File: src/rtl/fetch_queue_pkg.sv
// Shared definitions for the fetch-to-decode queue: default geometry,
// the NOP encoding shown to decode when the queue is empty, and the entry layout.
package fetch_queue_pkg;

  localparam int DEFAULT_DEPTH  = 4;
  localparam int DEFAULT_INST_W = 32;
  localparam int DEFAULT_ADDR_W = 32;
  localparam int DEFAULT_CNT_W  = 16;

  localparam logic [31:0] NOP_INST = 32'h0000_0000;

  // One buffered fetch result at the default widths.
  typedef struct packed {
    logic [DEFAULT_INST_W-1:0] inst;
    logic [DEFAULT_ADDR_W-1:0] next_addr;
  } fetch_entry_t;

  // Storage width of one entry for arbitrary instruction/address widths.
  function automatic int entry_w(input int inst_w, input int addr_w);
    return inst_w + addr_w;
  endfunction

endpackage

File: src/rtl/fetch_queue_if.sv
// Fetch/decode handshake bundle. The master drives fetch results and
// decode/branch controls; the slave (the queue) returns PCWrite and the head entry.
interface fetch_queue_if #(
  parameter int INST_W = 32,
  parameter int ADDR_W = 32
);

  logic              in_valid;
  logic [INST_W-1:0] in_inst;
  logic [ADDR_W-1:0] in_next_addr;
  logic              pc_write;
  logic              flush;
  logic              id_stall;
  logic              out_valid;
  logic [INST_W-1:0] out_inst;
  logic [ADDR_W-1:0] out_next_addr;

  modport master (
    output in_valid, in_inst, in_next_addr, flush, id_stall,
    input  pc_write, out_valid, out_inst, out_next_addr
  );

  modport slave (
    input  in_valid, in_inst, in_next_addr, flush, id_stall,
    output pc_write, out_valid, out_inst, out_next_addr
  );

endinterface

File: src/rtl/fetch_queue_storage.sv
// Entry array for fetch_queue: one synchronous write port and one
// asynchronous read port so the head entry is visible in the cycle after its write.
module fq_storage #(
  parameter int DEPTH = 4,
  parameter int WIDTH = 64,
  localparam int PTR_W = $clog2(DEPTH)
) (
  input  logic             clk,
  input  logic             we,
  input  logic [PTR_W-1:0] waddr,
  input  logic [WIDTH-1:0] wdata,
  input  logic [PTR_W-1:0] raddr,
  output logic [WIDTH-1:0] rdata
);

  logic [WIDTH-1:0] mem [DEPTH];

  // NOTE: the array has no reset; validity is tracked by the pointers and
  // count, so stale contents are never observable and no reset fan-out is needed.
  // NOTE: sequential state is always updated with non-blocking assignments so
  // every register samples pre-edge values regardless of process ordering.
  always_ff @(posedge clk) begin
    if (we) mem[waddr] <= wdata;
  end

  assign rdata = mem[raddr];

endmodule

File: src/rtl/fetch_queue.sv
// Circular FIFO between fetch and decode: buffers {inst, PC+4} pairs,
// drives fetch back-pressure via PCWrite and discards wrong-path entries on flush.
module fetch_queue
  import fetch_queue_pkg::*;
#(
  parameter int DEPTH  = DEFAULT_DEPTH,
  parameter int INST_W = DEFAULT_INST_W,
  parameter int ADDR_W = DEFAULT_ADDR_W,
  parameter int CNT_W  = DEFAULT_CNT_W,
  localparam int OCC_W = $clog2(DEPTH + 1)
) (
  input  logic             clk,
  input  logic             rst,
  fetch_queue_if.slave     bus,
  output logic [OCC_W-1:0] count,
  output logic [CNT_W-1:0] full_stall_cnt
);

  localparam int PTR_W   = $clog2(DEPTH);
  localparam int ENTRY_W = entry_w(INST_W, ADDR_W);

  localparam logic [OCC_W-1:0] FULL_COUNT = OCC_W'(DEPTH);
  localparam logic [CNT_W-1:0] CNT_MAX    = '1;

  logic [PTR_W-1:0]   wr_ptr;
  logic [PTR_W-1:0]   rd_ptr;
  logic               head_valid;
  logic               pop;
  logic               push;
  logic               pc_write_int;
  logic               stall_cycle;
  logic [ENTRY_W-1:0] wr_entry;
  logic [ENTRY_W-1:0] rd_entry;

  // Handshake terms. id_stall reaches pc_write combinationally on purpose:
  // a full queue frees a slot in the same cycle decode consumes the head.
  assign head_valid   = (count != '0);
  assign pop          = head_valid && !bus.id_stall && !bus.flush;
  assign pc_write_int = bus.flush || (count < FULL_COUNT) || pop;
  assign push         = bus.in_valid && pc_write_int && !bus.flush;
  assign stall_cycle  = bus.in_valid && !pc_write_int;
  assign wr_entry     = {bus.in_inst, bus.in_next_addr};

  fq_storage #(
    .DEPTH (DEPTH),
    .WIDTH (ENTRY_W)
  ) u_storage (
    .clk   (clk),
    .we    (push),
    .waddr (wr_ptr),
    .wdata (wr_entry),
    .raddr (rd_ptr),
    .rdata (rd_entry)
  );

  always_ff @(posedge clk or negedge rst) begin
    if (!rst) begin
      wr_ptr <= '0;
      rd_ptr <= '0;
      count  <= '0;
    end else if (bus.flush) begin
      wr_ptr <= '0;
      rd_ptr <= '0;
      count  <= '0;
    end else begin
      // DEPTH is a power of two, so plain increment wraps the pointers.
      if (push) wr_ptr <= wr_ptr + PTR_W'(1);
      if (pop)  rd_ptr <= rd_ptr + PTR_W'(1);
      unique case ({push, pop})
        2'b10:   count <= count + OCC_W'(1);
        2'b01:   count <= count - OCC_W'(1);
        default: count <= count;
      endcase
    end
  end

  // Only a reset clears the counter; flushes leave the statistic intact.
  always_ff @(posedge clk or negedge rst) begin
    if (!rst) begin
      full_stall_cnt <= '0;
    end else if (stall_cycle && (full_stall_cnt != CNT_MAX)) begin
      full_stall_cnt <= full_stall_cnt + CNT_W'(1);
    end
  end

  // NOTE: every signal written here gets a default first, so no path leaves
  // it unassigned and no latch is inferred.
  always_comb begin
    bus.out_valid     = 1'b0;
    bus.out_inst      = INST_W'(NOP_INST);
    bus.out_next_addr = '0;
    if (head_valid) begin
      bus.out_valid     = 1'b1;
      bus.out_inst      = rd_entry[ENTRY_W-1 -: INST_W];
      bus.out_next_addr = rd_entry[ADDR_W-1:0];
    end
  end

  assign bus.pc_write = pc_write_int;

  a_count_bound: assert property (@(posedge clk) disable iff (!rst)
    count <= FULL_COUNT);

  a_no_pop_when_empty: assert property (@(posedge clk) disable iff (!rst)
    !(pop && (count == '0)));

  a_no_push_when_full: assert property (@(posedge clk) disable iff (!rst)
    !(push && !pop && (count == FULL_COUNT)));

endmodule

File: src/flat_wrapper.sv
// flat-port wrapper written by rule: the top's interface ports become plain ports
module fetch_queue_flat import fetch_queue_pkg::*;
#(
  parameter int DEPTH  = DEFAULT_DEPTH,
  parameter int INST_W = DEFAULT_INST_W,
  parameter int ADDR_W = DEFAULT_ADDR_W,
  parameter int CNT_W  = DEFAULT_CNT_W,
  localparam int OCC_W = $clog2(DEPTH + 1)
)
  (clk, rst, count, full_stall_cnt, bus_in_valid, bus_in_inst, bus_in_next_addr, bus_flush, bus_id_stall, bus_pc_write, bus_out_valid, bus_out_inst, bus_out_next_addr);
  fetch_queue_if #(.INST_W(INST_W), .ADDR_W(ADDR_W)) bus_i ();
  input  logic clk;
  input  logic rst;
  output logic [OCC_W-1:0] count;
  output logic [CNT_W-1:0] full_stall_cnt;
  input wire logic [$bits(bus_i.in_valid)-1:0] bus_in_valid;
  input wire logic [$bits(bus_i.in_inst)-1:0] bus_in_inst;
  input wire logic [$bits(bus_i.in_next_addr)-1:0] bus_in_next_addr;
  input wire logic [$bits(bus_i.flush)-1:0] bus_flush;
  input wire logic [$bits(bus_i.id_stall)-1:0] bus_id_stall;
  output wire logic [$bits(bus_i.pc_write)-1:0] bus_pc_write;
  output wire logic [$bits(bus_i.out_valid)-1:0] bus_out_valid;
  output wire logic [$bits(bus_i.out_inst)-1:0] bus_out_inst;
  output wire logic [$bits(bus_i.out_next_addr)-1:0] bus_out_next_addr;
  assign bus_i.in_valid = bus_in_valid;
  assign bus_i.in_inst = bus_in_inst;
  assign bus_i.in_next_addr = bus_in_next_addr;
  assign bus_i.flush = bus_flush;
  assign bus_i.id_stall = bus_id_stall;
  assign bus_pc_write = bus_i.pc_write;
  assign bus_out_valid = bus_i.out_valid;
  assign bus_out_inst = bus_i.out_inst;
  assign bus_out_next_addr = bus_i.out_next_addr;
  fetch_queue #(.DEPTH(DEPTH), .INST_W(INST_W), .ADDR_W(ADDR_W), .CNT_W(CNT_W)) u_core (.clk(clk), .rst(rst), .bus(bus_i), .count(count), .full_stall_cnt(full_stall_cnt));
endmodule
File: config.mk
export PLATFORM = sky130hd
export DESIGN_NAME = fetch_queue_flat
export DESIGN_NICKNAME = d
export VERILOG_FILES = /design/src/rtl/fetch_queue_pkg.sv /design/src/rtl/fetch_queue_if.sv /design/src/rtl/fetch_queue_storage.sv /design/src/rtl/fetch_queue.sv /design/src/flat_wrapper.sv
export SDC_FILE = /design/constraint.sdc
export NUM_CORES = 1
export LEC_CHECK = 0
export CELL_PAD_IN_SITES_DETAIL_PLACEMENT = 1
export CELL_PAD_IN_SITES_GLOBAL_PLACEMENT = 1
export CORE_MARGIN = 4
export CORE_UTILIZATION = 40
export DETAILED_ROUTE_END_ITERATION = 10
export PLACE_DENSITY_LB_ADDON = 0.1
export SYNTH_ARGS = -nofsm -noshare
export SYNTH_HDL_FRONTEND = slang
export SYNTH_SLANG_ARGS = --single-unit
File: constraint.sdc
create_clock -name clk -period 2.84 [get_ports clk]
set_input_delay 0.568 -clock clk [delete_from_list [all_inputs] [get_ports clk]]
set_output_delay 0.568 -clock clk [all_outputs]
set_load 0.02 [all_outputs]
Word-level counts from Yosys, hierarchy flattened:

Memory sizes are Yosys's and may differ from the RTL's.
Cells that the tools add are included.

* add/subtract/negate cells: 5
* multipliers: 0
* div/mod/pow operators: 0
* magnitude comparators: 1
* eq/ne operators: 3
* shift-type cells: 0
* multiplexer cells: 11
* bitwise gates (word level): 0
* reduce and logical (&&, ||, !) cells: 15

Operator list (number)
* $mux W32: 2
* $add A16 B1 Y16 const B: 1
* $ne A16 B16 Y1 const B: 1
* $mux W2: 4
* $logic_and A1 B1 Y1: 6
* $pmux W3 S2: 1
* $reduce_bool A3 Y1: 2
* $add A2 B1 Y2 const B: 2
* $reduce_bool A2 Y1: 2
* $add A3 B1 Y3 const B: 1
* $logic_not A1 Y1: 3
* $lt A3 B3 Y1 const B: 1
* $mux W1: 3
* $mux W3: 1
* $sub A3 B1 Y3 const B: 1
* $eq A2 B1 Y1 const B: 1
* $eq A2 B2 Y1 const B: 1
* $logic_or A1 B1 Y1: 2

* register bits: 23
* latch bits: 0
* memory bits (writable): 256
* memory bits (read-only): 0
* input port bits: 69
* logic and storage cells: 40
* memories: 1

Memories
* u_core.u_storage.mem: words 4, width 64, read ports 1, clocked after memory_dff 0, wr ports 1, line fetch_queue_storage.sv:16 `logic [WIDTH-1:0] mem [DEPTH];`

Longest topological paths before layout:

* word-level depth: 9
* mapped depth: 8
* depth with buffers taken out: 7

Modules after synthesis:

From an unflattened synthesis, not the netlist that was laid out.

* cell total of the unflattened synthesis: 532
* area total of the unflattened synthesis: 11030.6 µm²

Modules (own cells, without submodules)
* fq_storage: instances 1, cells an instance 338, area each 9341.5 µm², seq. area each 7687.4 µm²
* fetch_queue: instances 1, cells an instance 194, area each 1689.1 µm², seq. area each 575.6 µm²

Worst setup path after synthesis:

OpenSTA, ideal clock, no wires.

* path type: input to register
* from: in bus_flush
* to: mem u_core.u_storage.mem[0][0] (enable)
* arrival time: 2.606 ns
* data required time: 2.411 ns
* path slack: -0.195 ns
* stages on the path: 4
* buffers on the path: 1
* path through: clkbuf_1 > nand2b_1 > a21oi_1 > and2_1

* cells in the longest elaborated chain, start to end: 7
* elaborated cells between the ends (all ways): 8
* classes of those cells: 2 x mux; 6 x reduce/logical

RTL lines
* from (decl): line flat_wrapper.sv:19 `input wire logic [$bits(bus_i.flush)-1:0] bus_flush;`
* $logic_not A1 Y1: line fetch_queue.sv:38, fetch_queue.sv:40
* $logic_and A1 B1 Y1: line fetch_queue.sv:38 `assign pop = head_valid && !bus.id_stall && !bus.flush;`
* $logic_or A1 B1 Y1: line fetch_queue.sv:39 `assign pc_write_int = bus.flush || (count < FULL_COUNT) || pop;`
* $logic_and A1 B1 Y1: line fetch_queue.sv:40 `assign push = bus.in_valid && pc_write_int && !bus.flush;`
* $logic_and A1 B1 Y1 (*): line fetch_queue.sv:40
* $mux W1 (*): line fetch_queue_storage.sv:23 `if (we) mem[waddr] <= wdata;`
* $mux W1 (implied by the code) (*): line fetch_queue_storage.sv:23
* to (decl): line fetch_queue_storage.sv:16

Every way passes the cells marked *; elsewhere a longest branch is shown, timed or not.

Final worst setup path:

* from: reg u_core.rd_ptr[0]
* to: out bus_out_inst[26]

* cells in the longest elaborated chain, start to end: 2

RTL lines
* from (decl): line fetch_queue.sv:26 `logic [PTR_W-1:0] rd_ptr;`
* from (signal assigned): line fetch_queue.sv:68 `if (pop) rd_ptr <= rd_ptr + PTR_W'(1);`
* $mem_v2 Z4 W64
* $mux W32: line fetch_queue.sv:92 `if (head_valid) begin`
* to (decl): line flat_wrapper.sv:23 `output wire logic [$bits(bus_i.out_inst)-1:0] bus_out_inst;`

Every way passes these cells.

==> tab_implementation.tex <==
\begin{tabular}{lr}
\hline
Metric & Value \\
\hline
\multicolumn{2}{l}{\textbf{Timing}} \\
\quad Hold slack & 400 ps \\
\quad Worst Slack Setup Final & 69.0 ps \\
\quad Relative slew slack & 0.759 \\
\quad Highest clock rate & 361 MHz \\
\quad Final Slew Violations & 0 \\
\quad Setup violators final & 0 \\
\quad Clock period minus final worst setup slack & 2770 ps \\
\quad Worst setup skew after layout & 24.5 ps \\
\quad Tightest Pin Transition & 362 ps \\
\quad Hold Violations, Final & 0 \\
\quad Period utilisation layout & 0.976 \\
\multicolumn{2}{l}{\textbf{Synthesis}} \\
\quad Avg Inst Size Synth & 20.7 sq um \\
\quad Post-synth cell types & 38 \\
\quad Share of synthesized area occupied by flip-flops and latches & 0.755 \\
\quad Proportion of register bits with asynchronous set or reset after synthesis & 0.0824 \\
\quad Instance count of the mapped netlist & 530 \\
\quad Number of synthesized flops with an enable pin & 256 \\
\quad Cell Area, Synth & 10900 sq um \\
\quad Count of yosys warnings during synthesis & 0 \\
\quad Flip-flop and latch count after synthesis & 279 \\
\quad Dominant register cell in the synthesized netlist & sky130\_fd\_sc\_hd\_\_edfxtp\_1 \\
\quad Nets in the synthesized netlist & 605 \\
\multicolumn{2}{l}{\textbf{Final layout}} \\
\quad Area growth from synthesis to layout & 28.0\% \\
\quad Fill cell instance count of the final layout & 2457 \\
\quad Area of the multi-input gates & 2530 sq um \\
\quad Number of nets at the end of the flow & 800 \\
\quad Antenna diode count & 0 \\
\quad Share of final-layout standard cells stronger than drive strength 1 & 0.280 \\
\quad Area taken by flip-flops and latches & 8270 sq um \\
\quad Final non-filler cell total & 1087 \\
\quad Design area & 14000 sq um \\
\multicolumn{2}{l}{\textbf{Power}} \\
\quad Max IR drop VDD & 0.480 mV \\
\quad Internal power contribution & 7.56 mW \\
\quad Leakage & 4.77 nW \\
\quad Overall power consumption & 10.2 mW \\
\quad Clock group share of total power & 0.339 \\
\quad Switch Pwr & 2.63 mW \\
\quad Switching power share of the total & 0.258 \\
\quad Combinational power share & 0.199 \\
\quad Power density of the placed cells & 727 nW/um\^{}2 \\
\quad Share of total power in sequential cells & 0.462 \\
\multicolumn{2}{l}{\textbf{Clocking}} \\
\quad Cts bufs inserted & 29 \\
\quad Count of H-tree levels built during CTS & 1 \\
\quad Clock sink count & 279 \\
\quad Clock root buffer & sky130\_fd\_sc\_hd\_\_clkbuf\_16 \\
\quad Clock latency of the later-clocked register in the worst-skew pair & 550 ps \\
\quad Clk buf depth & 3 \\
\quad Clock tree from TritonCTS & yes \\
\quad Clock Pin Slew Worst Setup and Hold Paths & 60 ps \\
\multicolumn{2}{l}{\textbf{Place}} \\
\quad Placement-stage cell area & 13200 sq um \\
\quad Sum of net half-perimeters after detailed placement & 14700 um \\
\quad Final weighted congestion in routability-driven placement & 0.691 \\
\quad Port Buffers & 153 \\
\quad Post-placement cell count & 1024 \\
\quad Pre-CTS setup slack & 264 ps \\
\multicolumn{2}{l}{\textbf{Route}} \\
\quad Routed wire per std cell & 22.0 um \\
\quad Drt first pass iters & 4 \\
\quad Wirelength, routed & 23900 um \\
\quad DRC violations left & 0 \\
\quad Detail-routed via count per cell & 5.15 \\
\quad Total via count after detailed routing & 5597 \\
\quad Initial DRC count & 382 \\
\quad Count of nets left with antenna violations after detail routing & 0 \\
\multicolumn{2}{l}{\textbf{Die}} \\
\quad Floorplan die width & 173 um \\
\quad Total I/O pin count & 154 \\
\quad Die Span Y & 173 um \\
\quad Floorplan core area & 27000 sq um \\
\quad Die Footprint & 30100 sq um \\
\quad Initial core utilization & 0.406 \\
\quad Row cnt & 60 \\
\multicolumn{2}{l}{\textbf{Global route}} \\
\quad Total global-route track usage & 0.157 \\
\quad Total global routing overflow & 0 \\
\quad Wire length of the first global-routing pass & 36900 um \\
\quad Pin count of the biggest net entering global routing & 39 \\
\quad Initial antenna violation count & 1 \\
\quad Vias in the first global route & 6261 \\
\multicolumn{2}{l}{\textbf{Worst setup path}} \\
\quad Top Family by Delay on Critical Path & buffers and inverters \\
\quad Arr. time, crit path & 2200 ps \\
\quad Max stage delay cell, worst path & sky130\_fd\_sc\_hd\_\_dfrtp\_4 \\
\quad Max incr delay on CP & 530 ps \\
\quad Critical Path Start Type & register \\
\quad Critical path buffers and inverters & 4 \\
\quad Highest net fanout along the worst path & 10 \\
\quad Cell-by-cell trace of the critical path & buf\_12 > buf\_12 > buf\_16 > mux4\_2 > nor2b\_4 > buf\_4 \\
\quad Kind of critical path & register to primary output \\
\quad Most used cell along the critical path & sky130\_fd\_sc\_hd\_\_buf\_12 \\
\quad Required @ worst endpoint & 2270 ps \\
\quad Type of destination of the critical path & primary output \\
\multicolumn{2}{l}{\textbf{Run status}} \\
\quad Outcome & complete, no violations \\
\multicolumn{2}{l}{\textbf{Run}} \\
\quad Number of max-capacitance violations reported & 0 \\
\multicolumn{2}{l}{\textbf{Hold path}} \\
\quad Class of the tightest hold or removal check & input pin to asynchronous set/reset pin \\
\hline
\end{tabular}
## power groups by stage
stage / registers (mW) / logic, mW / clock network, mW
final: 4.71 / 2.03 / 3.45
after global routing: 4.73 / 2.17 / 3.76
after CTS: 4.71 / 2.07 / 3.55
after detailed placement: 4.80 / 2.10 / 0
after global placement: 4.79 / 2.07 / 0
after floorplan: 4.80 / 1.13 / 0
## area by class of cell
type | instances | area share
clock inverters | 19 | 0.00875
clock buffers | 33 | 0.0529
flip-flops and latches | 279 | 0.590
inverters | 7 | 0.00187
well taps | 341 | 0.0304
repair buffers | 189 | 0.135
multi-input cells | 219 | 0.181
## synth_stat cells (all sizes together) (4+ instances only)
cell type,n,area share
edfxtp,256,0.70
mux4,64,0.13
nor2b,62,0.035
dfrtp,23,0.053
buf,14,0.0095
xnor2,14,0.011
clkbuf,11,0.0039
nand2,8,0.0027
nor2,8,0.0027
inv,7,0.0024
a21oi,6,0.0038
nand3,6,0.0027
and2,5,0.0029
ha,5,0.0057
o21ai,5,0.0023
and4,4,0.0037
nand4,4,0.0023
nor3,4,0.0023
## final timing paths
kind / start / end / slack [ps] / cells after the start
hold / removal: rst / u_core.count[0] / 400 / 2
min in group clk: u_core.full_stall_cnt[6] / u_core.full_stall_cnt[6] / 510 / 1
setup reg to reg: u_core.count[0] / u_core.count[1] / 560 / 9
hold reg to reg: u_core.full_stall_cnt[6] / u_core.full_stall_cnt[6] / 510 / 1
max in group asynchronous: rst / u_core.rd_ptr[0] / 2160 / 2
setup / recovery: u_core.rd_ptr[0] / bus_out_inst[26] / 70 / 6
## cell usage in the layout, fill, tap and decap left out, drive strengths merged, types with 2 or more instances in the layout
master	Yosys	layout
buf	14	73
a21oi	6	6
xor2	3	3
clkdlybuf4s50	0	89
dfrtp	23	23
clkdlybuf4s15	0	4
nor3	4	4
nand3	6	6
mux2	2	2
and2b	3	3
xnor2	14	14
nand2	8	8
o21ai	5	5
and3	3	3
and2	5	5
ha	5	5
clkinv	0	15
inv	7	9
nand4	4	4
edfxtp	256	256
nand2b	2	2
nand3b	2	2
mux4	64	64
nor2b	62	62
clkbuf	11	44
dlygate4sd2	0	12
nor2	8	8
and4	4	4
a211oi	3	3
## layer usage
layer,track usage,up-vias,wire length [um]
met5,0,-,8
met4,0.0382,2,393
met3,0.0294,31,1190
met2,0.272,147,12100
met1,0.206,2918,10200
li1,-,2499,-
## per-stage QoR
step	util	TNS, ps
after floorplan	-	0
after global placement	0.489	0
after detailed placement	0.489	0
after CTS	0.522	-329
after global routing	0.520	-13.4
final	0.520	0
## sequential cells by signal (all words and copies together) (netlist names)
signal	flops
u_core.u_storage.mem	256
u_core.wr_ptr	2
u_core.rd_ptr	2
u_core.full_stall_cnt	16
u_core.count	3
## what timing repair did
action | CTS | global route
hold buffers | 0 | 0
setup endpoints to repair | 65 | 25
buffers inserted | 6 | 1
gates cloned | 3 | 1
resized for setup | 196 | 21
pin swaps | 0 | 1
## cell families after synthesis
logic type      Yosys count  share of synthesized area
flops                   279                      0.755
simple gates            113                     0.0629
mux                      67                      0.135
buf+inv                  32                     0.0158
xor+xnor                 17                     0.0136
compound gates           16                     0.0104
fa+ha+maj                 6                    0.00754
(Power assumes the default switching activity.)
